--- src/rtl/index_xfer_ctrl_if.sv ---
`timescale 1ns/1ps
`default_nettype none
// ============================================================================
// Module      : index_xfer_ctrl_if
// Description : Request handshake and register-bus strobes for the
//               index/transfer micro-op sequencer.
//               master : requester plus register/bus fabric. It drives the
//                        request fields and the current system bus value.
//               slave  : the sequencer. It drives the register strobes, the
//                        bus output, status and the N/Z flag results.
// Ports       : start, src_sel, dst_sel, op, flagUpdate_EN, systemBus_IN
//               (master -> slave); regWrite_EN, regRead_EN, busDrive_EN,
//               systemBus_OUT, busy, done, flagWrite_EN, flagN, flagZ
//               (slave -> master)
// Revision    : 1.0 - initial release
// ============================================================================
interface index_xfer_ctrl_if #(
  parameter int NUM_REGS = 4,
  parameter int WIDTH    = 8
);
  localparam int SEL_W = (NUM_REGS > 1) ? $clog2(NUM_REGS) : 1;

  // request side
  logic                start;
  logic [SEL_W-1:0]    src_sel;
  logic [SEL_W-1:0]    dst_sel;
  logic [1:0]          op;
  logic                flagUpdate_EN;
  logic [WIDTH-1:0]    systemBus_IN;

  // sequencer outputs
  logic [NUM_REGS-1:0] regWrite_EN;
  logic [NUM_REGS-1:0] regRead_EN;
  logic                busDrive_EN;
  logic [WIDTH-1:0]    systemBus_OUT;
  logic                busy;
  logic                done;
  logic                flagWrite_EN;
  logic                flagN;
  logic                flagZ;

  modport master (
    output start, src_sel, dst_sel, op, flagUpdate_EN, systemBus_IN,
    input  regWrite_EN, regRead_EN, busDrive_EN, systemBus_OUT,
           busy, done, flagWrite_EN, flagN, flagZ
  );

  modport slave (
    input  start, src_sel, dst_sel, op, flagUpdate_EN, systemBus_IN,
    output regWrite_EN, regRead_EN, busDrive_EN, systemBus_OUT,
           busy, done, flagWrite_EN, flagN, flagZ
  );
endinterface
`default_nettype wire

--- src/rtl/index_xfer_ctrl.sv ---
`timescale 1ns/1ps
`default_nettype none
// ============================================================================
// Module      : index_xfer_ctrl
// Description : Sequencer for the TAX/TAY/TXA/TYA/TSX/TXS/INX/INY/DEX/DEY
//               micro-ops. It reads the source register over the system bus,
//               applies MOVE/INC/DEC, drives the result back onto the bus
//               into the destination register and reports N/Z.
//               Sequence: IDLE -> DRIVE -> COMPUTE -> LATCH -> DONE -> IDLE.
// Ports       : clk  - system clock, rising edge
//               rst  - synchronous active-high reset
//               bus  - index_xfer_ctrl_if.slave (request, register strobes,
//                      bus data, status and flag results)
// Revision    : 1.0 - initial release
// ============================================================================
module index_xfer_ctrl #(
  parameter int NUM_REGS = 4,
  parameter int WIDTH    = 8
) (
  input  wire logic        clk,
  input  wire logic        rst,
  index_xfer_ctrl_if.slave bus
);

  localparam int SEL_W = (NUM_REGS > 1) ? $clog2(NUM_REGS) : 1;

  localparam logic [1:0] OP_INC = 2'd1;
  localparam logic [1:0] OP_DEC = 2'd2;

  typedef enum logic [2:0] {
    S_IDLE    = 3'd0,
    S_DRIVE   = 3'd1,
    S_COMPUTE = 3'd2,
    S_LATCH   = 3'd3,
    S_DONE    = 3'd4
  } state_t;

  state_t state;
  state_t state_next;

  // captured request
  logic [SEL_W-1:0] req_src;
  logic [SEL_W-1:0] req_dst;
  logic [1:0]       req_op;
  logic             req_flag_upd;

  // datapath
  logic [WIDTH-1:0] temp;
  logic [WIDTH-1:0] result;
  logic             flag_n;
  logic             flag_z;

  // state decodes
  logic [NUM_REGS-1:0] reg_write_en;
  logic [NUM_REGS-1:0] reg_read_en;
  logic                bus_drive_en;
  logic [WIDTH-1:0]    bus_out;
  logic                busy_d;
  logic                done_d;
  logic                flag_write_d;

  function automatic logic [NUM_REGS-1:0] onehot(input logic [SEL_W-1:0] sel);
    logic [NUM_REGS-1:0] v;
    v = '0;
    v[sel] = 1'b1;
    return v;
  endfunction

  // --------------------------------------------------------------------------
  // State register
  // --------------------------------------------------------------------------
  always_ff @(posedge clk) begin
    if (rst) begin
      state <= S_IDLE;
    end else begin
      state <= state_next;
    end
  end

  // --------------------------------------------------------------------------
  // Next state and output decode. Every output depends only on the state and
  // on registered request/datapath values, so start never reaches an enable
  // combinationally.
  // --------------------------------------------------------------------------
  always_comb begin
    state_next   = state;
    reg_write_en = '0;
    reg_read_en  = '0;
    bus_drive_en = 1'b0;
    bus_out      = '0;
    busy_d       = 1'b0;
    done_d       = 1'b0;
    flag_write_d = 1'b0;

    case (state)
      S_IDLE: begin
        if (bus.start) begin
          state_next = S_DRIVE;
        end
      end
      S_DRIVE: begin
        busy_d       = 1'b1;
        reg_write_en = onehot(req_src);
        state_next   = S_COMPUTE;
      end
      S_COMPUTE: begin
        // Turnaround: source register has released the bus and this block
        // has not started driving yet.
        busy_d     = 1'b1;
        state_next = S_LATCH;
      end
      S_LATCH: begin
        busy_d       = 1'b1;
        bus_drive_en = 1'b1;
        bus_out      = result;
        reg_read_en  = onehot(req_dst);
        state_next   = S_DONE;
      end
      S_DONE: begin
        busy_d       = 1'b1;
        done_d       = 1'b1;
        flag_write_d = req_flag_upd;
        state_next   = S_IDLE;
      end
      default: begin
        state_next = S_IDLE;
      end
    endcase
  end

  // --------------------------------------------------------------------------
  // Request capture and datapath
  // --------------------------------------------------------------------------
  always_ff @(posedge clk) begin
    if (rst) begin
      req_src      <= '0;
      req_dst      <= '0;
      req_op       <= '0;
      req_flag_upd <= 1'b0;
      temp         <= '0;
      result       <= '0;
      flag_n       <= 1'b0;
      flag_z       <= 1'b0;
    end else begin
      if (state == S_IDLE && bus.start) begin
        req_src      <= bus.src_sel;
        req_dst      <= bus.dst_sel;
        req_op       <= bus.op;
        req_flag_upd <= bus.flagUpdate_EN;
      end

      if (state == S_DRIVE) begin
        temp <= bus.systemBus_IN;
      end

      if (state == S_COMPUTE) begin
        // Reserved op code falls through to a plain move.
        case (req_op)
          OP_INC:  result <= temp + WIDTH'(1);
          OP_DEC:  result <= temp - WIDTH'(1);
          default: result <= temp;
        endcase
      end

      // Flags are loaded on entry to DONE and hold until the next DONE.
      if (state == S_LATCH) begin
        flag_n <= result[WIDTH-1];
        flag_z <= (result == '0);
      end
    end
  end

  // --------------------------------------------------------------------------
  // Outputs
  // --------------------------------------------------------------------------
  assign bus.regWrite_EN   = reg_write_en;
  assign bus.regRead_EN    = reg_read_en;
  assign bus.busDrive_EN   = bus_drive_en;
  assign bus.systemBus_OUT = bus_out;
  assign bus.busy          = busy_d;
  assign bus.done          = done_d;
  assign bus.flagWrite_EN  = flag_write_d;
  assign bus.flagN         = flag_n;
  assign bus.flagZ         = flag_z;

  // --------------------------------------------------------------------------
  // Bus invariants
  // --------------------------------------------------------------------------
  a_no_bus_contention: assert property (@(posedge clk) disable iff (rst)
    !((|reg_write_en) && bus_drive_en));

  a_write_onehot0: assert property (@(posedge clk) disable iff (rst)
    $onehot0(reg_write_en));

  a_read_onehot0: assert property (@(posedge clk) disable iff (rst)
    $onehot0(reg_read_en));

  a_no_write_read_overlap: assert property (@(posedge clk) disable iff (rst)
    !((|reg_write_en) && (|reg_read_en)));

endmodule
`default_nettype wire
--- src/flat_wrapper.sv ---
// flat-port wrapper written by rule: the top's interface ports become plain ports
module index_xfer_ctrl_flat 
#(
  parameter int NUM_REGS = 4,
  parameter int WIDTH    = 8
)
  (clk, rst, bus_start, bus_src_sel, bus_dst_sel, bus_op, bus_flagUpdate_EN, bus_systemBus_IN, bus_regWrite_EN, bus_regRead_EN, bus_busDrive_EN, bus_systemBus_OUT, bus_busy, bus_done, bus_flagWrite_EN, bus_flagN, bus_flagZ);
  index_xfer_ctrl_if #(.NUM_REGS(NUM_REGS), .WIDTH(WIDTH)) bus_i ();
  input  wire logic clk;
  input  wire logic rst;
  input wire logic [$bits(bus_i.start)-1:0] bus_start;
  input wire logic [$bits(bus_i.src_sel)-1:0] bus_src_sel;
  input wire logic [$bits(bus_i.dst_sel)-1:0] bus_dst_sel;
  input wire logic [$bits(bus_i.op)-1:0] bus_op;
  input wire logic [$bits(bus_i.flagUpdate_EN)-1:0] bus_flagUpdate_EN;
  input wire logic [$bits(bus_i.systemBus_IN)-1:0] bus_systemBus_IN;
  output wire logic [$bits(bus_i.regWrite_EN)-1:0] bus_regWrite_EN;
  output wire logic [$bits(bus_i.regRead_EN)-1:0] bus_regRead_EN;
  output wire logic [$bits(bus_i.busDrive_EN)-1:0] bus_busDrive_EN;
  output wire logic [$bits(bus_i.systemBus_OUT)-1:0] bus_systemBus_OUT;
  output wire logic [$bits(bus_i.busy)-1:0] bus_busy;
  output wire logic [$bits(bus_i.done)-1:0] bus_done;
  output wire logic [$bits(bus_i.flagWrite_EN)-1:0] bus_flagWrite_EN;
  output wire logic [$bits(bus_i.flagN)-1:0] bus_flagN;
  output wire logic [$bits(bus_i.flagZ)-1:0] bus_flagZ;
  assign bus_i.start = bus_start;
  assign bus_i.src_sel = bus_src_sel;
  assign bus_i.dst_sel = bus_dst_sel;
  assign bus_i.op = bus_op;
  assign bus_i.flagUpdate_EN = bus_flagUpdate_EN;
  assign bus_i.systemBus_IN = bus_systemBus_IN;
  assign bus_regWrite_EN = bus_i.regWrite_EN;
  assign bus_regRead_EN = bus_i.regRead_EN;
  assign bus_busDrive_EN = bus_i.busDrive_EN;
  assign bus_systemBus_OUT = bus_i.systemBus_OUT;
  assign bus_busy = bus_i.busy;
  assign bus_done = bus_i.done;
  assign bus_flagWrite_EN = bus_i.flagWrite_EN;
  assign bus_flagN = bus_i.flagN;
  assign bus_flagZ = bus_i.flagZ;
  index_xfer_ctrl #(.NUM_REGS(NUM_REGS), .WIDTH(WIDTH)) u_core (.clk(clk), .rst(rst), .bus(bus_i));
endmodule
--- config.mk ---
export PLATFORM = sky130hd
export DESIGN_NAME = index_xfer_ctrl_flat
export DESIGN_NICKNAME = d
export VERILOG_FILES = /design/src/rtl/index_xfer_ctrl_if.sv /design/src/rtl/index_xfer_ctrl.sv /design/src/flat_wrapper.sv
export SDC_FILE = /design/constraint.sdc
export NUM_CORES = 1
export LEC_CHECK = 0
export BUFFER_PORTS_ARGS = -buffer_cell sky130_fd_sc_hd__buf_2
export CORE_ASPECT_RATIO = 1.25
export CORE_MARGIN = 8
export CORE_UTILIZATION = 50
export DETAILED_ROUTE_END_ITERATION = 12
export HOLD_SLACK_MARGIN = 0.1
export MAX_ROUTING_LAYER = met4
export PLACE_DENSITY = 0.83
export REMOVE_ABC_BUFFERS = 1
export SLEW_MARGIN = 15
export SYNTH_ARGS = -nofsm -noshare
export SYNTH_HDL_FRONTEND = slang
export SYNTH_SLANG_ARGS = --single-unit
export TNS_END_PERCENT = 1
--- constraint.sdc ---
create_clock -name clk -period 3 [get_ports clk]
set_clock_uncertainty 0.05 [all_clocks]
set_input_delay 0.15 -clock clk [delete_from_list [all_inputs] [get_ports clk]]
set_output_delay 0.15 -clock clk [all_outputs]
set_load 0.03 [all_outputs]
# Word-level counts from Yosys, hierarchy flattened
# Index checks and enable logic that the tools add are counted.
# word_totals
ff_bits	28
input_bits	18
# op_classes
n_addsub	2
n_lt_le_gt_ge	4
n_eq_ne	7
mux	14
reduce_logical	6
# op_table
operator	n
$pmux 8 s2	1
$pmux 3 s4	1
$add 8x1->8 const B	1
$logic_not 8->1	1
$mux 4	2
$mux 8	1
$sub 8x1->8 const B	1
$eq 3x2->1 const B	2
$lt 2x3->1 const B	2
$mux 1	6
$demux 1 s2	2
$ge 2x1->1 const B	2
$reduce_or 4->1	1
$eq 3x1->1 const B	1
$eq 3x3->1 const B	1
$logic_and 1x1->1	3
$logic_not 3->1	1
$mux 3	1
$eq 2x1->1 const B	1
$eq 2x2->1 const B	1
$ne 2x2->1 const B	1

# Longest topological paths before layout
# Gate-level depths: netlist of run 1.
# logic_depth
ltp_word	5
mapped_depth	11

# Least setup slack after synthesis of run 1
# OpenSTA, ideal clock, no wires.
# synth_timing
path_kind	register to register
from	register u_core.req_op[0]
to	register u_core.result[4]
setup_time_ns	0.091
t_arrival_ns	2.383
t_required_ns	2.859
slack_ns	0.477
path_stages_with_launch	12
path_buffers	2
period_less_slack_ns	2.523
path_cell_list	dfxtp_1 -> inv_1 -> ha_1 -> buf_6 -> buf_2 -> xor2_1 -> ha_1 -> nor4_1 -> or4_4 -> xor2_1 -> or3_1 -> a311oi_1
# synth_between
elab_chain_cells	2
elab_cells_between_ends	3
classes_between	eq/ne: 2; mux: 1
# synth_rtl
element	line_no	rtl
start: declaration	index_xfer_ctrl.sv:44	logic [1:0] req_op;
start signal: assignment	index_xfer_ctrl.sv:148	req_op <= bus.op;
$eq 2x2->1 / $eq 2x1->1 (equally long branches)	index_xfer_ctrl.sv:158	case (req_op)
$pmux 8 s2 (*)	index_xfer_ctrl.sv:158	
end signal: assignment	index_xfer_ctrl.sv:159	OP_INC: result <= temp + WIDTH'(1);
end signal: assignment	index_xfer_ctrl.sv:160	OP_DEC: result <= temp - WIDTH'(1);
end signal: assignment	index_xfer_ctrl.sv:161	default: result <= temp;
end: declaration	index_xfer_ctrl.sv:49	logic [WIDTH-1:0] result;
# Every way passes the cells marked *; elsewhere a longest branch is shown, timed or not.
# A chain may end at the register's enable or synchronous reset.

# Worst setup path after layout of run 1
# Ends and elaborated chain as after synthesis.

==> flow_metrics.py, run 1 <==
metrics = {
    "status": {
        "status": "finished, final reports clean",
    },
    "setup_path": {
        "start_kind": "register",
        "worst_setup_path_end_kind": "register",
        "arrival_ps": 2580,
        "cp_data_required_time_ps": 3140,
        "path_class": "register to register",
        "crit_fanout": 3,
    },
    "clock_network": {
        "postCtsSetupBuffers": 0,
        "cts_buffers": 3,
        "cts_sinks": 28,
        "cts_tree": "built",
        "worstSkewPairLatency_ps": 280,
        "cts.clk_slew.worst_paths_ps": 100,
        "clockBufferDepth": 2,
        "root_buffer": "clkbuf_8",
        "htree_levels": 1,
    },
    "finish": {
        "area_delta_synth_final_pct": 26.39,
        "stdcell_count": 276,
        "postLayoutCoreUtil": 0.6474,
        "final_cell_mix": "buf_2 (39), nor2_1 (29), dfxtp_1 (28), mux2i_1 (16), dlygate4sd3_1 (16)",
        "diodes": 0,
        "layout_commonest_cell": "buf_2",
        "drive_above_1_share": 0.2092,
        "nets": 261,
    },
    "route": {
        "vias": 1557,
        "drcViolationCount": 0,
        "drtIter0Drc": 62,
        "final_antenna_net_count": 0,
        "wl_mm": 3.921,
        "drt_pass1_iterations": 4,
        "wl_per_cell_um": 14.21,
        "avgViaCountPerCell": 5.641,
    },
    "synth": {
        "synth_ff_type": "dfxtp_1",
        "ys_types": 44,
        "syn-mean-instance-area_um2": 8.316,
        "synth_edf_count": 0,
        "synthSimpleGateAreaFrac": 0.3086,
        "synth_top_family_by_area": "simple AND/OR/NAND/NOR gates",
        "synth_fa_ha_area_frac": 0.02315,
        "synth_xor_area_frac": 0.04861,
        "synth_compound_area_frac": 0.1219,
        "ys_ff_latch": 28,
        "ys_async_sr_fraction": 0,
        "synth_seq_area_share": 0.3457,
        "synthCells": 195,
        "synth-warning-count": 0,
        "synthMuxAreaShare": 0.09877,
        "netlist_area_um2": 1622,
    },
    "sta": {
        "maxSlewViolCount": 0,
        "finalCritPeriodShare": 0.8142,
        "setup_viol": 0,
        "min_period_ps": 2443,
        "setup_slack_ps": 557.3,
        "rsz0062_at_grt": "no",
        "tns_ps": 0,
        "fmax_mhz": 409.4,
        "tightestPinTransition_ps": 546.8,
        "relSlewSlack": 0.6354,
        "hold_viol": 0,
    },
    "hold_path": {
        "min_path_type": "input port to register",
    },
    "die": {
        "coreArea_um2": 3166,
        "die_area_um2": 5333,
        "io-pin-count": 40,
        "initial_core_util": 0.5123,
        "rows": 23,
        "die_width_um": 66.94,
        "die_y_um": 79.67,
    },
    "grt": {
        "grt_max_degree": 34,
        "grt_pass1_wl_mm": 6.334,
        "grt_pass1_vias": 1392,
        "antenna_found_initial": 0,
        "grt_usage": 0.1483,
        "grt-ovfl-total": 0,
    },
    "power": {
        "p_leak_nw": 0.8756,
        "p_per_area_nw_per_um2": 466.6,
        "total_power_mw": 0.9562,
        "max-vdd-ir-drop_mv": 0.3618,
    },
    "place": {
        "portBuffers": 39,
        "hpwl_mm": 2.634,
        "gp_congestion": 0.8851,
        "dp.cells": 256,
        "pre_cts_slack_ps": 608.7,
    },
    "run": {
        "max_cap_viol_count": 0,
    },
}
## metal layers
layer	track usage	wire length, um	vias to the layer above
li1	-	-	781
met1	0.1707	1659	712
met2	0.2464	1920	52
met3	0.02107	216	12
met4	0.06709	124	0
met5	-	0	-
## power by group
group | total [mW] | switching [mW] | leakage, nW | internal, mW
Combinational | 0.218 | 0.116 | 0.611 | 0.102
Sequential | 0.440 | 0.0393 | 0.229 | 0.400
Clock | 0.299 | 0.120 | 0.0357 | 0.179
Total | 0.956 | 0.275 | 0.876 | 0.681
## synthesized netlist by cell type (all sizes together) (2+ instances only)
cell / instances / share of area
ha: 3 / 0.023
clkbuf: 13 / 0.030
xor2: 5 / 0.027
and2: 10 / 0.039
nor2: 29 / 0.067
buf: 5 / 0.019
xnor2: 4 / 0.022
nand3b: 4 / 0.019
inv: 2 / 0.0046
and3: 3 / 0.012
or3: 2 / 0.0077
nor2b: 2 / 0.0077
nand2b: 2 / 0.0077
nor3: 4 / 0.012
nor3b: 6 / 0.028
nand2: 8 / 0.019
a311oi: 2 / 0.011
a21oi: 8 / 0.025
and3b: 3 / 0.016
dfxtp: 28 / 0.35
nand3: 2 / 0.0062
mux2i: 16 / 0.099
a211oi: 3 / 0.014
o21ai: 6 / 0.019
nor4: 5 / 0.019
nor4b: 5 / 0.027
## logic make-up after synthesis
| kind of cell | after synthesis |
|---|---|
| AO/OA/AOI/OAI | 30 |
| AND/OR/NAND/NOR | 89 |
| adder cells (fa/ha/maj) | 3 |
| XOR/XNOR | 9 |
| multiplexers | 16 |
| flip-flops | 28 |
| buffers and inverters | 20 |
## repair_timing
item / CTS / global route
resized for setup: 0 / 0
hold endpoints to repair: 16 / 0
endpoints found under the setup margin: 0 / 0
hold buffers: 16 / 0
## worst max-delay path: stages (launching register included)
cell and delay (ps):
dfxtp_1 310, inv_1 90, ha_1 200, xor2_1 200, ha_1 220, nor4_1 70
or4_4 500, xor2_1 160, or3_1 300, a311oi_1 250
## stage by stage
stage	instance area [um^2]	hold slack, ps
after floorplan	1543	169.1
after global placement	1818	333.6
after detailed placement	1818	339.0
after CTS	2049	289.9
after global routing	2049	322.8
final	2049	284.3
## final timing paths
| path | startpoint | to | slack, ps | depth (start not counted) |
|---|---|---|---|---|
| max | u_core.req_op[0]$_SDFFE_PP0P_ | u_core.result[4]$_SDFFE_PP0P_ | 560 | 9 |
| min | rst | u_core.state[0]$_SDFFE_PP0P_ | 280 | 2 |
| max reg2reg | u_core.req_op[0]$_SDFFE_PP0P_ | u_core.result[4]$_SDFFE_PP0P_ | 560 | 9 |
| min reg2reg | u_core.bus.flagZ$_SDFFE_PP0P_ | u_core.bus.flagZ$_SDFFE_PP0P_ | 410 | 2 |
## state kept, by name, summed over array words and instances (netlist names)
name	cells
u_core.bus.flagZ	1
u_core.req_dst	2
u_core.req_op	2
u_core.bus.flagN	1
u_core.temp	8
u_core.result	8
u_core.state	3
u_core.req_flag_upd	1
u_core.req_src	2
## cell type report
class                      count  area (um^2)
clock buffer                   3        41.29
clock inverter                 1        30.03
fill                         272         1116
inverter                       2        7.507
multi-input combinational    147        985.9
sequential                    28        560.5
tap                           37        46.29
timing repair buffer          58        377.9
Note: power is estimated with default switching activity, not from simulation.
==> run 2, diff against run 1 <==
clock period = 2.4 ns   (was 3 ns; I/O delays follow)
==> run 2 against run 1 <==
Effect of this change:
- the run now ends with setup timing left
- routed wire length increased by 8.2%
- maximum frequency up 0.99%
- cell area up 4.1%
- critical path depth did not move
- register-to-register slack got worse by 580 ps
- critical endpoint unchanged
- largest power group unchanged
- highest routed layer unchanged
==> flow_metrics.py, run 2 (same netlist as run 1, synthesis figures left out) <==
metrics = {
    "setup_path": {
        "arrival_ps": 2560,
        "cp_data_required_time_ps": 2540,
        "worst_setup_path_end_kind": "register",
        "path_class": "register to register",
        "crit_fanout": 3,
        "start_kind": "register",
    },
    "finish": {
        "area_delta_synth_final_pct": 31.56,
        "layout_commonest_cell": "buf_2",
        "drive_above_1_share": 0.2602,
        "final_cell_mix": "buf_2 (39), nor2_1 (29), dfxtp_1 (26), mux2i_1 (16), dlygate4sd3_1 (16)",
        "top_regs": "u_core.result x8, u_core.temp x8, u_core.state x3",
        "diodes": 0,
        "stdcell_count": 283,
        "nets": 268,
    },
    "sta": {
        "setup_viol": 1,
        "tightestPinTransition_ps": 538.5,
        "setup_slack_ps": -18.69,
        "fmax_mhz": 413.4,
        "hold_viol": 0,
        "min_period_ps": 2419,
        "finalCritPeriodShare": 1.008,
        "timing.hold.ws_ps": 248.9,
        "maxSlewViolCount": 0,
        "rsz0062_at_grt": "yes",
        "relSlewSlack": 0.6410,
    },
    "die": {
        "io-pin-count": 40,
        "die_width_um": 66.94,
        "coreArea_um2": 3166,
        "rows": 23,
        "die_area_um2": 5333,
        "initial_core_util": 0.5123,
        "die_y_um": 79.67,
    },
    "status": {
        "failed_checks": "setup timing",
        "status": "finished, violations left",
    },
    "place": {
        "dp.cells": 259,
        "gp_congestion": 0.8540,
        "hpwl_mm": 2.762,
        "portBuffers": 39,
    },
    "route": {
        "drt_pass1_iterations": 4,
        "drtIter0Drc": 65,
        "drcViolationCount": 0,
        "final_antenna_net_count": 0,
        "vias": 1606,
        "wl_mm": 4.244,
        "avgViaCountPerCell": 5.675,
        "wl_per_cell_um": 15.00,
    },
    "grt": {
        "grt_max_degree": 34,
        "grt-ovfl-total": 0,
        "grt_usage": 0.1539,
        "grt_pass1_wl_mm": 6.506,
        "grt_pass1_vias": 1462,
        "antenna_found_initial": 0,
    },
    "clock_network": {
        "clockBufferDepth": 2,
        "worstSkewPairLatency_ps": 270,
        "cts_buffers": 3,
        "cts.clk_slew.worst_paths_ps": 100,
        "htree_levels": 1,
        "cts_tree": "built",
        "root_buffer": "clkbuf_8",
        "cts_sinks": 28,
    },
    "power": {
        "p_leak_nw": 0.9138,
        "max-vdd-ir-drop_mv": 0.4507,
        "p_per_area_nw_per_um2": 569.9,
    },
    "run": {
        "max_cap_viol_count": 0,
    },
    "hold_path": {
        "min_path_type": "input port to register",
    },
}
==> run 2: power breakdown <==
group	internal (mW)	switching (mW)	total [mW]
combinational	0.139	0.154	0.293
sequential	0.501	0.0483	0.549
clock	0.223	0.150	0.373
total	0.864	0.352	1.22
==> run 2: critical path, cell delays in order, from the launching register on <==
cell and delay (ps):
dfxtp_2 340, inv_2 50, ha_4 150, xor2_1 150
ha_2 240, nor4_2 60, or4_4 570, xor2_2 160
or3_1 300, a311oi_1 260
==> run 2: metrics by stage <==
stage                     setup slack (ps)  TNS, ps  instance area, um^2    util  total power [mW]
final                               -18.69   -18.69                 2133  0.6739             1.216
after global routing                -104.7   -121.6                 2133  0.6739             1.271
after CTS                           0.7276        0                 2092  0.6609             1.207
after detailed placement             9.123        0                 1841  0.5814            0.8158
after global placement               105.6        0                 1841  0.5814            0.8059
after floorplan                     -160.3   -256.0                 1543       -            0.7290
==> run 2: final timing paths <==
path / start / endpoint / slack, ps / cells past startpoint
setup / recovery: u_core.req_op[0]$_SDFFE_PP0P_ / u_core.result[4]$_SDFFE_PP0P_ / -20 / 9
hold / removal: rst / u_core.req_dst[1]$_SDFFE_PP0P_ / 250 / 2
setup reg to reg: u_core.req_op[0]$_SDFFE_PP0P_ / u_core.result[4]$_SDFFE_PP0P_ / -20 / 9
hold reg to reg: u_core.bus.flagZ$_SDFFE_PP0P_ / u_core.bus.flagZ$_SDFFE_PP0P_ / 410 / 2
==> run 2: metal layers <==
metal  track usage  up-vias  part of all wire
met5             -        -                 0
met4       0.06080        0             0.019
met3       0.02388        8             0.057
met2        0.2685       59              0.52
met1        0.1685      743              0.40
li1              -      796                 -
==> run 2: area by class of cell <==
type                    count  area (um^2)
repair buffers             65        430.4
clock inverters             1        30.03
flip-flops and latches     28        563.0
well taps                  37        46.29
multi-input cells         147         1015
clock buffers               3        41.29
inverters                   2        7.507
fillers                   252         1032
==> run 2: repair_timing <==
| item | 4_1_cts | 5_1_grt |
|---|---|---|
| hold buffers | 16 | 0 |
| pin swaps | 3 | 4 |
| buffers inserted | 2 | 2 |
| endpoints found under the setup margin | 1 | 1 |
| hold endpoints to repair | 16 | 0 |
| cloned | 0 | 0 |
| resized for setup | 3 | 5 |
==> run 3, diff against run 2 <==
ABC_CLOCK_PERIOD_IN_PS = 2400   (was unset)
PLACE_DENSITY = 0.8   (was 0.83)
SLEW_MARGIN = unset   (was 15)
==> run 3 against run 2 <==
Effect of this change:
- the flow now finishes without violations
- register-to-register slack improved by 50 ps
- critical path depth did not move
- count of clock-buffer cells in the layout did not move
- flip-flop and latch count did not move
- critical path type unchanged
==> flow_metrics.py, run 3 (same netlist as run 1, synthesis figures left out) <==
metrics = {
    "setup_path": {
        "arrival_ps": 2510,
        "worst_setup_path_end_kind": "register",
        "crit_fanout": 3,
        "reg2reg_depth": 9,
        "start_kind": "register",
        "cp_data_required_time_ps": 2530,
        "path_class": "register to register",
    },
    "power": {
        "p_per_area_nw_per_um2": 519.5,
        "max-vdd-ir-drop_mv": 0.4412,
        "total_power_mw": 1.080,
        "switching_share": 0.3053,
        "p_leak_nw": 0.8809,
        "p_int_mw": 0.7505,
        "p_seq_frac": 0.505,
        "switching_power_mw": 0.3298,
        "combPwrFrac": 0.267,
        "clkPwrFrac": 0.227,
    },
    "clock_network": {
        "root_buffer": "clkbuf_8",
        "cts_tree": "built",
        "cts_sinks": 28,
        "cts_buffers": 3,
        "worstSkewPairLatency_ps": 260,
        "clockBufferDepth": 2,
        "cts.clk_slew.worst_paths_ps": 90,
        "htree_levels": 1,
    },
    "die": {
        "die_area_um2": 5333,
        "io-pin-count": 40,
        "rows": 23,
        "die_y_um": 79.67,
        "die_width_um": 66.94,
        "coreArea_um2": 3166,
        "initial_core_util": 0.5123,
    },
    "finish": {
        "area_delta_synth_final_pct": 28.24,
        "nets": 265,
        "top_regs": "u_core.result x8, u_core.temp x8, u_core.state x3",
        "layout_commonest_cell": "buf_2",
        "final_cell_mix": "buf_2 (39), nor2_1 (29), dfxtp_1 (27), mux2i_1 (16), dlygate4sd3_1 (16)",
        "diodes": 0,
        "drive_above_1_share": 0.2438,
    },
    "place": {
        "gp_congestion": 0.7991,
        "hpwl_mm": 2.633,
        "portBuffers": 39,
        "pre_cts_slack_ps": 48.01,
    },
    "grt": {
        "grt_pass1_wl_mm": 6.161,
        "grt_max_degree": 34,
        "grt-ovfl-total": 0,
        "antenna_found_initial": 0,
        "grt_usage": 0.1445,
        "grt_pass1_vias": 1453,
    },
    "sta": {
        "setup_viol": 0,
        "relSlewSlack": 0.6384,
        "setup_slack_ps": 28.21,
        "finalCritPeriodShare": 0.9882,
        "hold_viol": 0,
        "min_period_ps": 2372,
        "fmax_mhz": 421.6,
        "maxSlewViolCount": 0,
        "rsz0062_at_grt": "yes",
        "tightestPinTransition_ps": 542.4,
    },
    "run": {
        "max_cap_viol_count": 0,
    },
    "route": {
        "wl_per_cell_um": 13.52,
        "avgViaCountPerCell": 5.448,
        "wl_mm": 3.773,
        "vias": 1520,
        "drt_pass1_iterations": 4,
        "drtIter0Drc": 48,
        "final_antenna_net_count": 0,
        "drcViolationCount": 0,
    },
    "hold_path": {
        "hold_depth": 2,
        "min_path_type": "input port to register",
    },
    "status": {
        "status": "finished, final reports clean",
    },
}
run 3: metrics by stage:
stage / hold slack (ps) / TNS (ps) / area (um^2) / cells / utilization
floorplan: 139.1 / -256.0 / 1543 / 177 / -
global placement: 302.2 / 0 / 1841 / 259 / 0.5814
detailed placement: 310.0 / 0 / 1841 / 259 / 0.5814
CTS: 275.2 / 0 / 2042 / 278 / 0.6451
global route: 301.0 / -74.64 / 2079 / 279 / 0.6569
finish: 261.5 / 0 / 2079 / 279 / 0.6569
run 3: area by class of cell:
type	count	area (um^2)
Clock buffer	3	41.29
Tap cell	37	46.29
Sequential cell	28	561.8
Inverter	2	7.507
Multi-Input combinational cell	147	1015
Fill cell	291	1086
Timing Repair Buffer	62	407.9
run 3: per-layer routing:
metal | track usage | vias up | wire length [um]
met2 | 0.2627 | 40 | 1948
met5 | - | - | 0
met3 | 0.01685 | 4 | 170
met1 | 0.1541 | 687 | 1586
met4 | 0.05241 | 0 | 68
li1 | - | 789 | -
run 3: worst paths after layout:
path | end | start | slack, ps
setup / recovery | u_core.result[4]$_SDFFE_PP0P_ | u_core.req_op[0]$_SDFFE_PP0P_ | 30
hold / removal | u_core.temp[3]$_SDFFE_PP0P_ | rst | 260
setup reg to reg | u_core.result[4]$_SDFFE_PP0P_ | u_core.req_op[0]$_SDFFE_PP0P_ | 30
hold reg to reg | u_core.bus.flagZ$_SDFFE_PP0P_ | u_core.bus.flagZ$_SDFFE_PP0P_ | 420
run 3: timing repair:
action / CTS / global route
hold buffers: 16 / 0
endpoints found under the setup margin: 0 / 1
buffers inserted: 0 / 1
endpoints found under the hold margin: 16 / 0
resized for setup: 0 / 7
run 3: power by group through the flow:
stage	registers (mW)	clock network [mW]	logic, mW
detailed placement	0.554	0	0.260
global route	0.552	0.272	0.316
global placement	0.552	0	0.255
CTS	0.544	0.249	0.280
finish	0.546	0.246	0.289
floorplan	0.546	0	0.183
run 3: critical path, stage by stage, from the launching register on:
cell	delay [ps]
dfxtp_1	330
inv_2	90
ha_4	160
xor2_2	140
ha_2	200
nor4_1	60
or4_4	560
xor2_1	160
or3_1	320
a311oi_2	230
